### src/rtl/truth_table_capture.sv
// Sweeps every input combination of a small combinational block, holding each for HOLD_CYCLES
// clocks, captures the block's output into a truth table and compares it against a reference.
module truth_table_capture #(
    parameter int unsigned N_IN        = 3,
    parameter int unsigned HOLD_CYCLES = 4
) (
    input  logic                clk,
    input  logic                rst_n,
    input  logic                start,
    input  logic [2**N_IN-1:0]  expected,
    input  logic                m_in,
    output logic [N_IN-1:0]     vec,
    output logic                busy,
    output logic                done,
    output logic [2**N_IN-1:0]  table_out,
    output logic                mismatch
);

    localparam int unsigned TtW     = 2 ** N_IN;
    localparam int unsigned CntRawW = $clog2(HOLD_CYCLES + 1);
    localparam int unsigned CntW    = (CntRawW < 1) ? 1 : CntRawW;

    localparam logic [CntW-1:0] HoldLast = CntW'(HOLD_CYCLES - 1);
    localparam logic [N_IN-1:0] VecLast  = N_IN'(TtW - 1);

    typedef enum logic {
        StIdle,
        StRun
    } state_e;

    state_e            r_state;
    logic [CntW-1:0]   r_hold;
    logic [N_IN-1:0]   r_vec;
    logic [TtW-1:0]    r_shadow;
    logic [TtW-1:0]    r_exp;
    logic [TtW-1:0]    r_table;
    logic              r_mismatch;
    logic              r_done;

    state_e            w_state_d;
    logic [CntW-1:0]   w_hold_d;
    logic [N_IN-1:0]   w_vec_d;
    logic [TtW-1:0]    w_shadow_d;
    logic [TtW-1:0]    w_exp_d;
    logic [TtW-1:0]    w_table_d;
    logic              w_mismatch_d;
    logic              w_done_d;
    logic [TtW-1:0]    w_shadow_cur;

    always_ff @(posedge clk or negedge rst_n) begin
        if (!rst_n) begin
            r_state    <= StIdle;
            r_hold     <= '0;
            r_vec      <= '0;
            r_shadow   <= '0;
            r_exp      <= '0;
            r_table    <= '0;
            r_mismatch <= 1'b0;
            r_done     <= 1'b0;
        end else begin
            r_state    <= w_state_d;
            r_hold     <= w_hold_d;
            r_vec      <= w_vec_d;
            r_shadow   <= w_shadow_d;
            r_exp      <= w_exp_d;
            r_table    <= w_table_d;
            r_mismatch <= w_mismatch_d;
            r_done     <= w_done_d;
        end
    end

    always_comb begin
        w_state_d    = r_state;
        w_hold_d     = r_hold;
        w_vec_d      = r_vec;
        w_shadow_d   = r_shadow;
        w_exp_d      = r_exp;
        w_table_d    = r_table;
        w_mismatch_d = r_mismatch;
        w_done_d     = 1'b0;

        // Shadow word with the current sample merged in, so completion sees the final bit.
        w_shadow_cur        = r_shadow;
        w_shadow_cur[r_vec] = m_in;

        unique case (r_state)
            StIdle: begin
                if (start) begin
                    w_state_d  = StRun;
                    w_exp_d    = expected;
                    w_shadow_d = '0;
                    w_vec_d    = '0;
                    w_hold_d   = '0;
                end
            end
            StRun: begin
                if (r_hold == HoldLast) begin
                    w_shadow_d = w_shadow_cur;
                    w_hold_d   = '0;
                    if (r_vec == VecLast) begin
                        w_table_d    = w_shadow_cur;
                        w_mismatch_d = (w_shadow_cur != r_exp);
                        w_done_d     = 1'b1;
                        w_vec_d      = '0;
                        w_state_d    = StIdle;
                    end else begin
                        w_vec_d = r_vec + N_IN'(1);
                    end
                end else begin
                    w_hold_d = r_hold + CntW'(1);
                end
            end
            default: w_state_d = StIdle;
        endcase
    end

    assign vec       = r_vec;
    assign busy      = (r_state == StRun);
    assign done      = r_done;
    assign table_out = r_table;
    assign mismatch  = r_mismatch;

endmodule

### config.mk
export PLATFORM = sky130hd
export DESIGN_NAME = truth_table_capture
export DESIGN_NICKNAME = d
export VERILOG_FILES = /design/src/rtl/truth_table_capture.sv
export SDC_FILE = /design/constraint.sdc
export NUM_CORES = 1
export LEC_CHECK = 0
export BUFFER_PORTS_ARGS = -buffer_cell sky130_fd_sc_hd__buf_2
export CAP_MARGIN = 20
export CELL_PAD_IN_SITES_DETAIL_PLACEMENT = 1
export CELL_PAD_IN_SITES_GLOBAL_PLACEMENT = 1
export CORE_MARGIN = 8
export CORE_UTILIZATION = 47
export CTS_CLUSTER_DIAMETER = 120
export DETAILED_ROUTE_END_ITERATION = 7
export PLACE_DENSITY = 0.85
export SLEW_MARGIN = 10
export SYNTH_ARGS = -nofsm -noshare
export SYNTH_HDL_FRONTEND = slang
export SYNTH_SLANG_ARGS = --single-unit
### constraint.sdc
create_clock -name clk -period 3 [get_ports clk]
set_input_delay 0.15 -clock clk [delete_from_list [all_inputs] [get_ports clk]]
set_output_delay 0.15 -clock clk [all_outputs]
set_load 0.005 [all_outputs]
==> out/results.ini <==
[final_layout]
stdcell_count = 261
diodes = 0
n_fill_cell = 455
finalCoreUtilization_pct = 55.87
drive_gt1_share_pct = 20.19
syn_to_final_growth_pct = 13.12
layout.nets = 227

[setup_path]
criticalPathCategory = reg2reg
crit_slowest_cell = dfrtp_1
startpoint_type = register
reg2reg_slack_ns = 0.80
max_stage_delay_ns = 0.78
worstReg2RegStart = vec[0]
worstPathRequired_ns = 3.17
cp_common_cell = ha_1
crit_fanout = 17
ff2ff_path_depth = 7
cp-end-kind = register
worstPathCellList = ha_1, ha_1, nand2_2, clkinv_1, o2111ai_1, nor4_2, a41oi_2
cp.arrival_ns = 2.37
rr_endpoint = mismatch

[clock_network]
cts_buffers = 5
ctsResizeCount = 0
clock-sinks = 33
cts_htree_levels = 2
clk_latency_ns = 0.30
cts-root-buf = clkbuf_8
clk_pin_slew_worst_paths_ns = 0.07
clk_path_buf_depth = 2
cts_tree = done
postCtsSetupBuffers = 0

[route]
drt_iter0_drc = 79
drc_errors = 0
avgViaCountPerCell = 5.490
avgRoutedWirePerCell_um = 16.93
wl_um = 4419
vias = 1433
ant_nets = 0
drt-pass1-iter-count = 4

[yosys]
yosys.area.top_type = dfrtp_1
post_synth_num_cell_types = 46
synth_most_common_cell = nand2_1
yosysSeqAreaShare_pct = 45.33
ys_top_cells_by_area = dfrtp_1, nand2_1, mux2i_1, nand3b_1, o21ai_0
syn-num-nets = 203
synth_async_sr_flop_share_pct = 100.0
synth_warnings = 0
synth_top_area_share_pct = 45.33
syn_area_mm2 = 0.001822
postSynthCellCount = 188
synth_seq_cells = 33
synthFlopType = dfrtp_1
synth-edff-count = 0
synth_common_cells = nand2_1, dfrtp_1, o21ai_0, mux2i_1, nand3b_1
avgSynthCellArea_um2 = 9.690

[sta]
fmax_mhz = 454.0
worst_pin_slew_ns = 0.7206
holdWs_ns = 0.04305
fin_crit_ns = 2.203
min_period_over_period_pct = 73.43
tns_ns = 0
slew_viol_final = 0
finalHoldViolCount = 0
finClkSkew_ns = 0.006921
rsz0062_at_grt = false
setup-violations-final = 0
slew-limit-headroom_pct = 51.96

[job]
cap_violations = 0

[grt]
grt_max_degree = 34
antenna_found_initial = 0
grt_pass1_vias = 1531
grt_pass1_wl_um = 7493
grt_usage_pct = 15.35
grt_overflow = 0

[placement]
dp_hpwl_um = 3232
place_inst = 252
gp_congestion = 0.8597
port_buffers = 25

[min_path]
hold_depth = 3
hold_class = in2reg
min_from = expected[7]
hold_path_end = r_exp[7]

[power]
power.total_w = 0.002051
sequentialPowerShare_pct = 42.8
switchingPower_w = 0.0008331
power_density_mw_per_mm2 = 995.5
pwr-share-comb_pct = 38.9
switching_share_pct = 40.61
power_frac_clock_pct = 18.3
p_leak_nw = 0.9700
power.internal_w = 0.001218
vdd_ir_drop_max_v = 0.0004885

[die]
coreArea_mm2 = 0.003689
dieArea_mm2 = 0.006124
dieWidth_um = 78.26
rows = 22
start_util_pct = 49.39
pin_count = 26
die_y_um = 78.26

[outcome]
outcome = finished clean

==> critical path, delay by kind of cell, from the launching register on <==
kind,cells,cell delay [ns]
simple gates,2,0.41
flops,1,0.78
fa+ha+maj,2,0.47
compound gates,2,0.25
buf+inv,1,0.16
==> logic make-up after synthesis <==
| kind of cell | share of synthesized area, % |
|---|---|
| adders and majority gates | 2.061 |
| AOI/OAI and AO/OA | 13.81 |
| muxes | 5.495 |
| xor gates and xnor gates | 3.846 |
| DFF | 45.33 |
| and+or+nand+nor | 25.07 |
| buffers and inverters | 4.395 |
==> cell type report <==
class                      instances  area (um2)  area share (%)
multi-input combinational        140       915.9           44.44
sequential                        33       825.8           40.07
timing repair buffer              26       135.1           6.557
clock buffer                       7       96.34           4.675
tap                               48       60.06           2.914
inverter                           6       22.52           1.093
clock inverter                     1       5.005          0.2429
==> metal layers <==
layer / GRT usage (%) / wire, um / share of wire (%)
met2: 23.86 / 2082 / 47
met5: 0 / 0 / 0
met4: 5.000 / 55 / 1.2
met3: 5.581 / 236 / 5.3
met1: 19.31 / 2044 / 46
==> what timing repair did <==
action	4_1_cts	5_1_grt
hold buffers	1	0
endpoints found under the setup margin	0	0
endpoints found under the hold margin	33	0
==> worst max path at each step <==
| stage | from | to | slack (ns) | cells after the start |
|---|---|---|---|---|
| 2_1_floorplan | vec[2] | mismatch | 1.42 | 5 |
| 3_3_place_gp | vec[0] | mismatch | 0.99 | 7 |
| 3_5_place_dp | vec[0] | mismatch | 0.81 | 7 |
| 4_1_cts | vec[0] | mismatch | 0.80 | 7 |
| 5_1_grt | vec[0] | mismatch | 0.62 | 7 |
| 6_report | vec[0] | mismatch | 0.80 | 7 |
==> sequential cells by signal, summed over array words and instances (netlist names) <==
name       cells
busy           1
done           1
mismatch       1
r_exp          8
r_hold         3
r_shadow       8
table_out      8
vec            3
==> stage by stage <==
| stage | instance area (um2) | worst slack [ns] |
|---|---|---|
| after floorplan | 1822 | 1.419 |
| after global placement | 1949 | 0.9921 |
| after detailed placement | 1949 | 0.8122 |
| after CTS | 2061 | 0.7976 |
| after global routing | 2061 | 0.6239 |
| final | 2061 | 0.7972 |
==> cell usage in the layout, fill, tap and decap left out, types with 2 or more instances in the layout <==
master    netlist  layout
mux2i_1        10      10
nor3b_1         3       3
inv_1           5       5
xnor2_1         4       4
clkbuf_8        0       7
a21oi_1         5       5
xor2_1          4       4
dfrtp_1        33      33
nand3b_1        9       9
nor2_1          6       6
nor3b_2         3       3
o21ai_1         6       6
a22o_1          5       5
nand3_1         2       2
o21ai_0        11      11
buf_2           1      25
ha_1            3       3
nand2_1        42      42
o22ai_1         4       4
==> power groups by stage <==
stage	Combinational [W]	Clock, W	Sequential (W)
after global routing	0.000902	0.000394	0.000915
after CTS	0.000808	0.000383	0.000881
after global placement	0.000768	0	0.000867
after detailed placement	0.000796	0	0.000887
after floorplan	0.000648	0	0.000790
final	0.000798	0.000376	0.000878
Note: power is estimated with default switching activity, not from simulation.
